[config.mk]
export PLATFORM = sky130hd
export DESIGN_NAME = tmds_encoder_multi
export DESIGN_NICKNAME = d
export VERILOG_FILES = /design/src/rtl/tmds_encoder_multi.sv
export SDC_FILE = /design/constraint.sdc
export NUM_CORES = 1
export LEC_CHECK = 0
export BUFFER_PORTS_ARGS = -buffer_cell sky130_fd_sc_hd__buf_2
export CORE_MARGIN = 4
export CORE_UTILIZATION = 54
export DETAILED_ROUTE_END_ITERATION = 6
export PLACE_DENSITY = 0.82
export REMOVE_ABC_BUFFERS = 1
export SLEW_MARGIN = 20
export SYNTH_ARGS = -nofsm -noshare
export SYNTH_HDL_FRONTEND = slang
export SYNTH_SLANG_ARGS = --single-unit
export TNS_END_PERCENT = 30
[constraint.sdc]
create_clock -name clk_pixel -period 4.5 [get_ports clk_pixel]
set_clock_uncertainty 0.15 [all_clocks]
set_input_delay 0.675 -clock clk_pixel [delete_from_list [all_inputs] [get_ports clk_pixel]]
set_output_delay 0.675 -clock clk_pixel [all_outputs]
set_load 0.01 [all_outputs]
[src/rtl/tmds_encoder_multi.sv]
// tmds_encoder_multi
//   DVI/TMDS 8b/10b encoder for C_channels lanes fed with C_depth-bit colour
//   samples. Each sample is widened to 8 bits by repeating its bit pattern from
//   the MSB down. Stage 1 minimises transitions (q_m). Stage 2 balances running
//   disparity per lane, or emits a control symbol during blanking.
//
//   Optional build macro TMDS_GUARD_BAND_EN:
//     - adds two output delay stages, so latency grows from 2 to 4 cycles;
//     - replaces the two blank symbols just before each active period with the
//       HDMI video guard band (lane 1: 10'h133, every other lane: 10'h2CC).
//
// Ports
//   clk_pixel  pixel clock; all logic runs on the rising edge
//   rst_n      synchronous reset, active low
//   in_data    pixel data; lane k is at [k*C_depth +: C_depth]
//   in_ctl     control pair {c1,c0} per lane at [2k +: 2]; lane 0 = {vsync,hsync}
//   in_blank   1 = blanking (control symbols), 0 = active video
//   out_tmds   10-bit symbol per lane at [10k +: 10]; bit 0 is sent first
//   out_blank  in_blank delayed to line up with out_tmds
module tmds_encoder_multi #(
  parameter int C_channels = 3,
  parameter int C_depth    = 2
) (
  input  logic                            clk_pixel,
  input  logic                            rst_n,
  input  logic [C_channels*C_depth-1:0]   in_data,
  input  logic [2*C_channels-1:0]         in_ctl,
  input  logic                            in_blank,
  output logic [10*C_channels-1:0]        out_tmds,
  output logic                            out_blank
);

  localparam logic [9:0] CTL_00 = 10'h354;

  function automatic logic [7:0] expand(input logic [C_depth-1:0] v);
    logic [8*C_depth-1:0] rep;
    rep = {8{v}};
    return rep[8*C_depth-1 -: 8];
  endfunction

  function automatic logic [3:0] ones8(input logic [7:0] v);
    logic [3:0] n;
    n = '0;
    for (int i = 0; i < 8; i++) n = n + {3'b000, v[i]};
    return n;
  endfunction

  function automatic logic [8:0] qm_of(input logic [7:0] d);
    logic [3:0] n1;
    logic       use_xnor;
    logic [8:0] q;
    n1       = ones8(d);
    use_xnor = (n1 > 4'd4) || ((n1 == 4'd4) && !d[0]);
    q[0]     = d[0];
    for (int i = 1; i < 8; i++) q[i] = use_xnor ? ~(q[i-1] ^ d[i]) : (q[i-1] ^ d[i]);
    q[8]     = ~use_xnor;
    return q;
  endfunction

  function automatic logic [9:0] ctl_code(input logic [1:0] c);
    logic [9:0] s;
    case (c)
      2'b00:   s = 10'h354;
      2'b01:   s = 10'h0AB;
      2'b10:   s = 10'h154;
      default: s = 10'h2AB;
    endcase
    return s;
  endfunction

  // Returns {next_cnt[4:0], symbol[9:0]}. The disparity math runs at 6 bits,
  // so 2*N1 (up to 16) cannot overflow. |cnt| stays within 10, so the stored
  // 5-bit value never wraps.
  function automatic logic [14:0] encode(input logic       blank,
                                         input logic [1:0] ctl,
                                         input logic [8:0] qm,
                                         input logic [4:0] cnt);
    logic [3:0]        n1;
    logic signed [5:0] bal;
    logic signed [5:0] cur;
    logic signed [5:0] nxt;
    logic [9:0]        sym;
    n1  = ones8(qm[7:0]);
    bal = $signed({1'b0, n1, 1'b0}) - 6'sd8;
    cur = $signed({cnt[4], cnt});
    if (blank) begin
      sym = ctl_code(ctl);
      nxt = 6'sd0;
    end else if ((cur == 6'sd0) || (bal == 6'sd0)) begin
      sym = {~qm[8], qm[8], qm[8] ? qm[7:0] : ~qm[7:0]};
      nxt = qm[8] ? (cur + bal) : (cur - bal);
    end else if (((cur > 6'sd0) && (bal > 6'sd0)) || ((cur < 6'sd0) && (bal < 6'sd0))) begin
      sym = {1'b1, qm[8], ~qm[7:0]};
      nxt = cur + (qm[8] ? 6'sd2 : 6'sd0) - bal;
    end else begin
      sym = {1'b0, qm[8], qm[7:0]};
      nxt = cur - (qm[8] ? 6'sd0 : 6'sd2) + bal;
    end
    return {nxt[4:0], sym};
  endfunction

  logic s1_blank;
  logic s2_blank;

`ifdef TMDS_GUARD_BAND_EN
  logic s3_blank;
  logic s4_blank;
  // The symbol moving into the last stage is a guard symbol when it is blank
  // and either of the next two symbols (now in s2/s1) is active video.
  logic guard_load;
  assign guard_load = s3_blank && (!s2_blank || !s1_blank);
  assign out_blank  = s4_blank;
`else
  assign out_blank  = s2_blank;
`endif

  always_ff @(posedge clk_pixel) begin
    if (!rst_n) begin
      s1_blank <= 1'b1;
      s2_blank <= 1'b1;
`ifdef TMDS_GUARD_BAND_EN
      s3_blank <= 1'b1;
      s4_blank <= 1'b1;
`endif
    end else begin
      s1_blank <= in_blank;
      s2_blank <= s1_blank;
`ifdef TMDS_GUARD_BAND_EN
      s3_blank <= s2_blank;
      s4_blank <= s3_blank;
`endif
    end
  end

  genvar k;
  generate
    for (k = 0; k < C_channels; k++) begin : g_lane
      logic [8:0]  s1_qm;
      logic [1:0]  s1_ctl;
      logic [9:0]  s2_sym;
      logic [4:0]  cnt;
      logic [14:0] enc;

      assign enc = encode(s1_blank, s1_ctl, s1_qm, cnt);

      always_ff @(posedge clk_pixel) begin
        if (!rst_n) begin
          s1_qm  <= '0;
          s1_ctl <= 2'b00;
          s2_sym <= CTL_00;
          cnt    <= '0;
        end else begin
          s1_qm  <= qm_of(expand(in_data[k*C_depth +: C_depth]));
          s1_ctl <= in_ctl[2*k +: 2];
          s2_sym <= enc[9:0];
          cnt    <= enc[14:10];
        end
      end

`ifdef TMDS_GUARD_BAND_EN
      localparam logic [9:0] GUARD_SYM = (k == 1) ? 10'h133 : 10'h2CC;
      logic [9:0] s3_sym;
      logic [9:0] s4_sym;
      always_ff @(posedge clk_pixel) begin
        if (!rst_n) begin
          s3_sym <= CTL_00;
          s4_sym <= CTL_00;
        end else begin
          s3_sym <= s2_sym;
          s4_sym <= guard_load ? GUARD_SYM : s3_sym;
        end
      end
      assign out_tmds[10*k +: 10] = s4_sym;
`else
      assign out_tmds[10*k +: 10] = s2_sym;
`endif
    end
  endgenerate

endmodule
==> metrics.md, run 1 <==
| Metric | Value |
|---|---|
| Worst R2R End | g_lane[0].cnt[4] |
| Crit end category | flop |
| Met1 Track Usage GR | between 20% and 30% |
| Clk_lat worst skew | roughly 0.35 ns |
| Met2 GRT Util | 38.5% |
| PwrDens | ~870 nW/µm² |
| Worst-margin pin slew | 0.755 ns |
| Crit path largest cell delay | ~0.6 ns |
| Hold Crit Start | in_blank |
| Setup WS pre-CTS | -0.477 ns |
| Detail-routed via count per cell | 5.17 |
| Placed cells | 687 |
| Cell Area, Placed | 5440 µm² |
| Logic pwr share | about three quarters |
| Unique masters post-synth | 41 |
| CP max stage cell | fa_1 |
| Hold depth | 2 |
| Rows | 34 |
| Layout net count | approximately 700 |
| Routed WL | roughly 11,000 µm |
| DR iter-0 viols | 120 |
| Antenna Violating Nets Remaining | 0 |
| Gr usage total | a little over a fifth |
| Max cap viols | 0 |
| Peak Freq | about 0.2 GHz |
| Layout cells sized above 1 | 27.8% |
| R2R Setup Slk | -0.46 ns |
| Most frequent CP cell | fa_1 |
| Data required, critical path | between 4 and 5 ns |
| Critical path peak fanout | 3 |
| Worst hold path type | input pin to flop |
| Die H | just over 100 µm |
| First drt pass iteration count | 6 |
| Synthesized area per cell | 9.52 µm² |
| Clock share of power | a little under an eighth |
| Net Sw Frac | ~44% |
| Clock buffer count from CTS | 9 |
| Post-synth EDFFs | 0 |
| Synth top area share | between 20% and 30% |
| Final period utilization | 110% |
| Slew headroom | 49.7% |
| Sequential share of power | 15.1% |
| CP cell instances | inv_2 > fa_1 > fa_1 > fa_1 > inv_1 > ha_2 > fa_1 > inv_2 > ha_4 > mux2_4 > ha_4 > a21o_1 > a21oi_2 > xor2_1 > o22ai_1 > a31oi_1 > mux2_2 |
| Prevailing post-synth register cell | dfxtp_1 |
| Dpl hpwl | 7500 µm |
| Fin. Hold Viols | 0 |
| R2R Path Start | g_lane[0].s1_qm[3] |
| Core area | slightly below 9000 µm² |
| Leak | roughly 2.8 nW |
| Non-filler cells, final | between 700 and 800 |
| Critical path class | flop to flop |
| Worst Slack Setup Final | -0.461 ns |
| Setup crit start kind | flop |
| Die Area | between 10,000 and 15,000 µm² |
| Violated checks | negative setup slack |
| First-pass GRT wire length | between 15,000 and 20,000 µm |
| Peak supply drop | between 0.0003 and 0.0004 V |
| Top-level port count | 46 |
| Net Sw Power | 2.30 mW |
| Final instance area | about 6000 µm² |
| Worst reg2reg path depth | 17 |
| Async SR Flop Fraction | 0% |
| Drt drc | 0 |
| CTS tree | built |
| Placer Congestion | 0.821 |
| Max clock buf depth | 2 |
| Final setup violation count | 3 |
| Worst path arrival time | 5.05 ns |
| PortBufs | 45 |
| Final Max Tran Viols | 0 |
| Vias in the first global route | between 3k and 4k |
| # diodes | 0 |
| Unrepaired setup endpoints after global routing | true |
| Count leader, synth | inv_1 |
| Clk sinks | 68 |
| Hold endpoint | s1_blank |
| Die X-Extent | roughly 100 µm |
| Synthesized instance count | between 500 and 600 |
| Met3 Use GR | 5.48% |
| Routed length per instance | 15.0 µm |
| Pint | 2.92 mW |
| Commonest cells in the netlist | inv_1 (76), dfxtp_1 (68), ha_1 (63), xnor2_1 (41), nor2_1 (35) |
| Total Power | between 5 and 6 mW |
| Layout area overhead | 23.1% |
| Flops & latches, synth | just under 70 |
| H-tree depth | 3 |
| DR vias | between 3k and 4k |
| Post-Syn Area | 4860 µm² |
| Pin count of the biggest net entering global routing | roughly 50 |
| Seq/Total Area, Yosys | roughly 28% |
| Synth warn | 0 |
| Clk slew on worst S/H paths | 0.08 ns |
| Root Buffer Master | clkbuf_8 |
| Initial antenna violation count | 0 |
| Synth top area cells | dfxtp_1 (28%), ha_1 (16%), fa_1 (11%), xnor2_1 (7.4%), inv_1 (5.9%) |
| Largest area contributor in the netlist | dfxtp_1 |
| Run status | finished, violations left |
| Starting Density | 55.7% |
| Grt total ovfl | 0 |
| GRT Max-Usage Layer | met2 |
| Min Tclk post-route | 4.96 ns |
## metal layers
layer  wire length, µm  part of all wire, %
met5                 0                    0
met3               499                  4.7
met1              4380                   41
met2              5590                   52
met4               220                  2.1
## sequential cells by signal (all words and copies together) (netlist names)
name,cells
s1_blank,1
g_lane.s1_qm,21
g_lane.s2_sym,27
out_blank,1
g_lane.cnt,12
g_lane.s1_ctl,6
## placed cells by master (no fill, tap or decap), drive strengths merged, types with 2 or more instances in the layout
cell	netlist	final
buf	6	93
inv	76	78
dfxtp	68	68
ha	63	63
xnor2	41	41
nor2	36	36
and2	30	30
fa	27	27
xor2	23	23
nand2	18	18
o21ai	18	18
o21a	15	15
a21oi	13	13
clkbuf	9	10
nor2b	8	8
a31oi	8	8
a21o	7	7
nor4	6	6
mux2	5	5
mux2i	5	5
maj3	4	4
o211ai	3	3
nand2b	3	3
a211oi	3	3
nor3	2	2
o22ai	2	2
a311oi	2	2
nor3b	2	2
or3	2	2
clkinv	0	2
bufinv	0	2
## worst max-delay path: cells and delay by family, from the launching register on
kind / cells / cell delay, ns
compound gates: 4 / 0.67
xor+xnor: 1 / 0.19
fa+ha+maj: 7 / 2.69
buf+inv: 3 / 0.18
flops: 1 / 0.35
mux: 2 / 0.64
## how the worst max path moves through the flow
stage | cells after the start | slack [ns] | end | from
floorplan | 17 | -0.23 | g_lane[0].cnt[4] | g_lane[0].s1_qm[5]
global route | 17 | -0.59 | g_lane[0].cnt[4] | g_lane[0].s1_qm[3]
CTS | 17 | -0.41 | g_lane[0].cnt[4] | g_lane[0].s1_qm[3]
detailed placement | 17 | -0.48 | g_lane[0].cnt[4] | g_lane[0].s1_qm[5]
finish | 17 | -0.46 | g_lane[0].cnt[4] | g_lane[0].s1_qm[3]
global placement | 17 | -0.23 | g_lane[0].cnt[4] | g_lane[0].s1_qm[0]
## timing repair
action | CTS | global route
endpoints found under the setup margin | 14 | 28
setup buffers | 3 | 6
pin swaps | 15 | 23
gates resized for setup | 29 | 28
hold buffers | 0 | 0
## per-stage QoR
step / hold WS (ns) / setup TNS, ns / utilization [%]
2_1_floorplan: 0.375 / -0.592 / -
6_report: 0.350 / -1.01 / 68.6
5_1_grt: 0.349 / -2.74 / 68.6
3_3_place_gp: 0.433 / -0.584 / 62.4
3_5_place_dp: 0.432 / -1.76 / 62.4
4_1_cts: 0.338 / -1.07 / 66.7
## kinds of logic (layout without fill, tap and decap cells)
logic type / Yosys count / in the layout / synth area share, %
flip-flops: 68 / 68 / 28.0
AO/OA/AOI/OAI: 74 / 74 / 10.1
adder cells (fa/ha/maj): 94 / 94 / 28.2
AND/OR/NAND/NOR: 109 / 109 / 12.1
multiplexers: 10 / 10 / 2.71
XOR/XNOR: 64 / 64 / 11.5
buffers and inverters: 91 / 185 / 7.34
## power by group through the flow
stage	registers (mW)	logic [mW]	clock network [mW]
after floorplan	0.799	2.25	0
after global placement	0.788	3.03	0
after detailed placement	0.793	3.20	0
after CTS	0.785	3.47	0.593
after global routing	0.798	4.25	0.628
final	0.788	3.84	0.589
## layout make-up
class | instances | area (µm²)
fillers | 602 | 2740
clock buffers | 10 | 138
multi-input cells | 351 | 3360
repair buffers | 93 | 597
flip-flops and latches | 68 | 1370
well taps | 108 | 135
clock inverters | 6 | 95.1
inverters | 76 | 288
(Power assumes the default switching activity.)
==> inputs of run 2 (changes only) <==
GPL_TIMING_DRIVEN = 0   (was unset)
==> run 2 against run 1 <==
- the flow still finishes with violations (negative setup slack)
- power shrank 0.87%
- sequential share of layout area increased by 0.12 points
- maximum frequency rose by 1.5%
- sequential power is 2% higher
- critical endpoint is now g_lane[1].cnt[4]
- largest power group unchanged
==> metrics.md, run 2 (same netlist as run 1, synthesis figures left out) <==
| Metric | Value |
|---|---|
| Routed length per instance | 15.6 µm (+3.6%) |
| Top-level port count | 46 (unchanged) |
| Detail-routed via count per cell | 5.27 (+1.9%) |
| Worst reg2reg path depth | 17 (unchanged) |
| Unrepaired setup endpoints after global routing | true |
| Met1 Track Usage GR | 22.6% (-2.3 points) |
| Met2 GRT Util | 38.2% (-0.30 points) |
| R2R Path Start | g_lane[1].s1_qm[3] |
| Starting Density | 55.7% (unchanged) |
| Layout net count | 689 (-2.1%) |
| Worst-margin pin slew | 1.10 ns (+0.346 ns) |
| Crit path buffers/inverters | 4 (+1) |
| Root Buffer Master | clkbuf_8 |
| # diodes | 0 (unchanged) |
| Largest registers | g_lane.s2_sym x27, g_lane.s1_qm x21, g_lane.cnt x12 |
| Drt drc | 0 (unchanged) |
| Crit end category | flop |
| Top reg by flops | g_lane.s2_sym |
| Die X-Extent | 103 µm (unchanged) |
| Vias in the first global route | 3,834 (-2.0%) |
| Layout area overhead | 22.7% |
| Antenna Violating Nets Remaining | 0 (unchanged) |
| CP max stage cell | fa_1 |
| R2R Setup Slk | -0.39 ns (+0.07 ns) |
| Initial antenna violation count | 0 (unchanged) |
| Peak Freq | 0.205 GHz (+1.5%) |
| Violated checks | negative setup slack |
| Worst path arrival time | 5.02 ns (-0.03 ns) |
| Clk_lat worst skew | 0.36 ns (about the same) |
| Non-filler cells, final | 697 (-2.1%) |
| Worst Setup SP | g_lane[1].s1_qm[3] |
| Gr usage total | 21.0% (-0.47 points) |
| Delay-heaviest family, CP | adder cells |
| # fillers | 597 (-0.83%) |
| Rows | 34 (unchanged) |
| Die Area | 10,600 µm² (unchanged) |
| Layout cells sized above 1 | 29.7% (+1.9 points) |
| Commonest non-fill, non-tap cells in the layout | inv_1 (60), dfxtp_1 (60), ha_1 (48) |
| DR iter-0 viols | 164 (+37%) |
| Setup WS pre-CTS | -0.553 ns (-0.0763 ns) |
| Crit path largest cell delay | 0.57 ns (-0.02 ns) |
| Pin count of the biggest net entering global routing | 51 (unchanged) |
| PortBufs | 45 (unchanged) |
| First drt pass iteration count | 4 (-2) |
| Worst Slack Setup Final | -0.386 ns (+0.0749 ns) |
| Clock buffer count from CTS | 9 (unchanged) |
| Routed WL | 10,800 µm (+1.4%) |
| Worst hold path type | input pin to flop |
| Slew headroom | 26.5% (-23 points) |
| Max cap viols | 0 (unchanged) |
| CTS tree | built |
| DR vias | 3,671 (-0.22%) |
| Met3 Use GR | 6.16% (+0.68 points) |
| Clk slew on worst S/H paths | 0.08 ns (about the same) |
| Data required, critical path | 4.63 ns (+0.04 ns) |
| First-pass GRT wire length | 17,100 µm (-3.8%) |
| Hold depth | 2 (unchanged) |
| Number of flip-flops in the largest register | 27 (unchanged) |
| Min Tclk post-route | 4.89 ns (-0.0749 ns) |
| Worst R2R End | g_lane[1].cnt[4] |
| Final period utilization | 109% (-1.7 points) |
| Pint | 2.82 mW (-3.5%) |
| Core area | 8720 µm² (unchanged) |
| Max clock buf depth | 2 (unchanged) |
| Die H | 103 µm (unchanged) |
| H-tree depth | 3 (unchanged) |
| Placed cells | 648 (-5.7%) |
| Peak supply drop | 0.000356 V (-7.6%) |
| Net Sw Frac | 45.6% (+1.5 points) |
| Net Sw Power | 2.36 mW (+2.5%) |
| Critical path class | flop to flop |
| PwrDens | 869 nW/µm² (-0.54%) |
| Sequential share of power | 15.5% (+0.4 points) |
| Setup crit end | g_lane[1].cnt[4] |
| CP cell instances | inv_2 > fa_1 > fa_1 > fa_1 > inv_2 > ha_4 > fa_2 > inv_4 > ha_4 > inv_6 > ha_4 > nor2b_4 > o311a_1 > o32ai_2 > a21oi_2 > or3_4 > a21oi_2 |
| Grt total ovfl | 0 (unchanged) |
| Leak | 2.72 nW (-3.2%) |
| GRT Max-Usage Layer | met2 |
| Critical path peak fanout | 4 (+1) |
| Run status | finished, violations left |
| Final Max Tran Viols | 0 (unchanged) |
| Setup crit start kind | flop |
| Logic pwr share | 75.6% (+2.0 points) |
| Crit. path cell count | 17 (unchanged) |
| Clk sinks | 68 (unchanged) |
| Final setup violation count | 5 (+2) |
| Dpl hpwl | 7080 µm (-5.6%) |
| Placer Congestion | 0.850 (+3.5%) |
| Clock share of power | 8.9% (-2.4 points) |
| Fin. Hold Viols | 0 (unchanged) |
[run 2: cell types whose count changed in the layout (fill, tap and decap cells not counted), moves of 3 or more]
cell / before / now
inv_2: 7 / 14
ha_4: 5 / 14
a21oi_2: 5 / 8
ha_1: 54 / 48
buf_4: 45 / 31
a21oi_1: 8 / 5
inv_1: 68 / 60
ha_2: 4 / 1
[run 2: layout make-up]
cell class | count | area, µm² | area share, %
Sequential cell | 68 | 1370 | 23.0
Timing Repair Buffer | 78 | 480 | 8.06
Clock buffer | 9 | 124 | 2.08
Inverter | 76 | 293 | 4.91
Multi-Input combinational cell | 351 | 3500 | 58.8
Clock inverter | 7 | 51.3 | 0.861
Tap cell | 108 | 135 | 2.27
[run 2: worst min-delay path by stage]
stage | start | end | slack [ns]
after floorplan | g_lane[0].s1_qm[6] | g_lane[0].s2_sym[6] | 0.38
final | in_blank | s1_blank | 0.34
after global placement | g_lane[2].s1_qm[2] | g_lane[2].s2_sym[2] | 0.41
after detailed placement | g_lane[0].s1_qm[6] | g_lane[0].s2_sym[6] | 0.42
after CTS | in_blank | s1_blank | 0.34
after global routing | in_blank | s1_blank | 0.34
[run 2: power groups by stage]
| stage | sequential, mW | combinational, mW | clock, mW |
|---|---|---|---|
| finish | 0.801 | 3.91 | 0.461 |
| detailed placement | 0.796 | 2.84 | 0 |
| global placement | 0.792 | 2.67 | 0 |
| CTS | 0.789 | 3.47 | 0.469 |
| global route | 0.812 | 4.27 | 0.499 |
| floorplan | 0.799 | 2.25 | 0 |
[run 2: routing by layer]
| metal | vias to the layer above | wire (µm) | share of wire, % |
|---|---|---|---|
| met2 | 99 | 5730 | 53 |
| li1 | 1782 | - | - |
| met4 | 0 | 358 | 3.3 |
| met5 | - | 0 | 0 |
| met1 | 1756 | 4160 | 38 |
| met3 | 34 | 591 | 5.5 |
[run 2: metrics by stage]
step	util (%)	hold slack [ns]	total power, mW	instance area [µm²]	TNS [ns]
finish	68.3	0.343	5.18	5960	-1.30
CTS	65.8	0.337	4.72	5740	-1.33
detailed placement	59.0	0.417	3.63	5140	-11.21
floorplan	-	0.375	3.05	4780	-0.592
global route	68.3	0.342	5.58	5960	-2.66
global placement	59.0	0.409	3.47	5140	-7.07
[run 2: what timing repair did]
| item | in CTS | in global routing |
|---|---|---|
| gates resized for setup | 53 | 33 |
| hold buffers | 0 | 0 |
| pin swaps | 29 | 42 |
| endpoints found under the setup margin | 36 | 32 |
| setup buffers | 26 | 7 |
==> inputs of run 3 (changes only) <==
CORE_UTILIZATION = 55   (was 54)
PLACE_DENSITY = 0.8   (was 0.82)
clock period = 5.65 ns   (was 4.5 ns; I/O delays follow)
==> run 3 against run 2 <==
- the run now ends clean
- non-clock buffer count shrank 33
- largest power group unchanged
- cell count is 4.7% lower
- critical path depth did not move
- sequential power shrank 22%
- sequential share of layout area up 2.5 points
- maximum frequency down 4.4%
- critical endpoint is now g_lane[0].cnt[4]
==> metrics.md, run 3 (same netlist as run 1, synthesis figures left out) <==
| Metric | Value |
|---|---|
| Most common cell after layout, fill and taps aside | inv_1 |
| Hold depth | 2 (unchanged) |
| Crit end category | flop |
| Hold-fix buffers, CTS | 0 (unchanged) |
| First-pass GRT wire length | 15,500 µm (-9.3%) |
| Final period utilization | 90.5% (-18 points) |
| R2R Setup Slk | 0.54 ns (+0.93 ns) |
| PwrDens | 614 nW/µm² (-29%) |
| Worst-margin pin slew | 0.728 ns (-0.373 ns) |
| Post-layout util | 61.9% (-6.4 points) |
| Non-filler cells, final | 664 (-4.7%) |
| CP max stage cell | fa_1 |
| Die X-Extent | 102 µm (-0.85%) |
| Antenna Violating Nets Remaining | 0 (unchanged) |
| Routed length per instance | 12.9 µm (-17%) |
| Setup crit start kind | flop |
| First drt pass iteration count | 4 (unchanged) |
| Slew headroom | 51.3% (+25 points) |
| Crit path buffers/inverters | 3 (-1) |
| Clk_lat worst skew | 0.34 ns (-0.02 ns) |
| Hold_ws | 0.433 ns (+0.0903 ns) |
| Setup tns final | 0 ns (+1.30 ns) |
| PortBufs | 45 (unchanged) |
| Hold endpoint | g_lane[2].s2_sym[2] |
| R2R Path Start | g_lane[0].s1_qm[5] |
| Critical path class | flop to flop |
| Unrepaired setup endpoints after global routing | false |
| Routed WL | 8600 µm (-21%) |
| CP cell instances | inv_1 > fa_1 > fa_1 > fa_1 > inv_1 > ha_1 > fa_1 > inv_1 > ha_1 > mux2_2 > ha_1 > a21o_1 > a21oi_1 > xor2_1 > o22ai_1 > a31oi_1 > mux2_2 |
| Min Tclk post-route | 5.11 ns (+0.224 ns) |
| Die H | 102 µm (-0.85%) |
| CTS resizes | 0 (-100%) |
| Cell Area, Placed | 5140 µm² (unchanged) |
| Initial antenna violation count | 0 (unchanged) |
| Core area | 8640 µm² (-0.98%) |
| Peak supply drop | 0.000262 V (-27%) |
| Worst R2R End | g_lane[0].cnt[4] |
| Setup WS pre-CTS | 0.554 ns (+1.11 ns) |
| Final instance area | 5350 µm² (-10%) |
| Layout cells sized above 1 | 14.0% (-16 points) |
| Worst path arrival time | 5.20 ns (+0.18 ns) |
| Drt drc | 0 (unchanged) |
| H-tree depth | 3 (unchanged) |
| # diodes | 0 (unchanged) |
| Max clock buf depth | 2 (unchanged) |
| Clk sinks | 68 (unchanged) |
| Fin. Hold Viols | 0 (unchanged) |
| Clk slew on worst S/H paths | 0.08 ns (about the same) |
| Peak Freq | 0.196 GHz (-4.4%) |
| Clock buffer count from CTS | 9 (unchanged) |
| Placer Congestion | 0.827 (-2.8%) |
| Root Buffer Master | clkbuf_8 |
| DR iter-0 viols | 96 (-41%) |
| CTS tree | built |
| Crit path largest cell delay | 0.54 ns (-0.03 ns) |
| Worst Setup SP | g_lane[0].s1_qm[5] |
| Vias in the first global route | 3,510 (-8.5%) |
| DR vias | 3,367 (-8.3%) |
| Data required, critical path | 5.74 ns (+1.11 ns) |
| Top-level port count | 46 (unchanged) |
| Layout net count | 656 (-4.8%) |
| Rows | 34 (unchanged) |
| Most frequent CP cell | fa_1 |
| Dpl hpwl | 6730 µm (-4.9%) |
| Top reg by flops | g_lane.s2_sym |
| Starting Density | 56.2% (+0.55 points) |
| Gr usage total | 18.8% (-2.2 points) |
| Pin count of the biggest net entering global routing | 51 (unchanged) |
| Final setup violation count | 0 (-5) |
| Commonest non-fill, non-tap cells in the layout | inv_1 (76), dfxtp_1 (67), ha_1 (63) |
| Layout area overhead | 10.1% |
| Die Area | 10,400 µm² (-1.7%) |
| Max cap viols | 0 (unchanged) |
| Run status | finished, final reports clean |
| Placed cells | 648 (unchanged) |
| Largest registers | g_lane.s2_sym x27, g_lane.s1_qm x21, g_lane.cnt x12 |
| Delay-heaviest family, CP | adder cells |
| Leak | 2.54 nW (-6.7%) |
| Final Max Tran Viols | 0 (unchanged) |
| Hold Crit Start | g_lane[2].s1_qm[2] |
| Worst reg2reg path depth | 17 (unchanged) |
| Total Power | 3.28 mW (-37%) |
| Post-CTS setup buffers | 0 (-100%) |
| Number of flip-flops in the largest register | 27 (unchanged) |
| Worst Slack Setup Final | 0.539 ns (+0.926 ns) |
| Worst hold path type | flop to flop |
| Grt total ovfl | 0 (unchanged) |
| Critical path peak fanout | 4 (unchanged) |
| Detail-routed via count per cell | 5.07 (-3.7%) |
-- run 3: changes by cell type in the layout (fill, tap and decap cells not counted), sizes merged --
| cell | delta |
|---|---|
| buf | -33 |
| bufinv | +1 |
| clkbuf | +1 |
| inv | -2 |
-- run 3: where the power goes --
group	switching (mW)	leakage, nW	internal [mW]	total, mW
logic	1.24	1.88	1.02	2.25
registers	0.0695	0.563	0.555	0.625
clock network	0.191	0.0983	0.215	0.406
total	1.50	2.54	1.79	3.28
-- run 3: layout make-up --
cell class,count,area [µm²]
multi-input combinational,351,3140
sequential,68,1360
fill,711,3290
tap,108,135
clock inverter,6,63.8
clock buffer,10,138
inverter,76,285
timing repair buffer,45,225
-- run 3: worst max-delay path by stage --
stage / cells after the start / to / slack [ns]
finish: 17 / g_lane[0].cnt[4] / 0.54
floorplan: 17 / g_lane[0].cnt[4] / 0.92
CTS: 17 / g_lane[0].cnt[4] / 0.51
global route: 17 / g_lane[0].cnt[4] / 0.28
global placement: 17 / g_lane[0].cnt[4] / 0.68
detailed placement: 17 / g_lane[0].cnt[4] / 0.55
-- run 3: worst reg2reg max path, cell delays in order, from the launching register on --
cell     delay [ns]
dfxtp_1        0.35
inv_1          0.11
fa_1           0.54
fa_1           0.44
fa_1           0.49
inv_1          0.05
ha_1           0.21
fa_1           0.53
inv_1          0.12
ha_1           0.30
mux2_2         0.31
ha_1           0.28
a21o_1         0.15
a21oi_1        0.16
xor2_1         0.16
o22ai_1        0.09
a31oi_1        0.22
mux2_2         0.36
-- run 3: routing by layer --
metal	track usage (%)	routed length (µm)	vias to the layer above
met4	5.95	159	0
met1	22.4	3730	1574
li1	-	-	1704
met5	0	0	-
met3	4.44	435	13
met2	33.4	4270	76
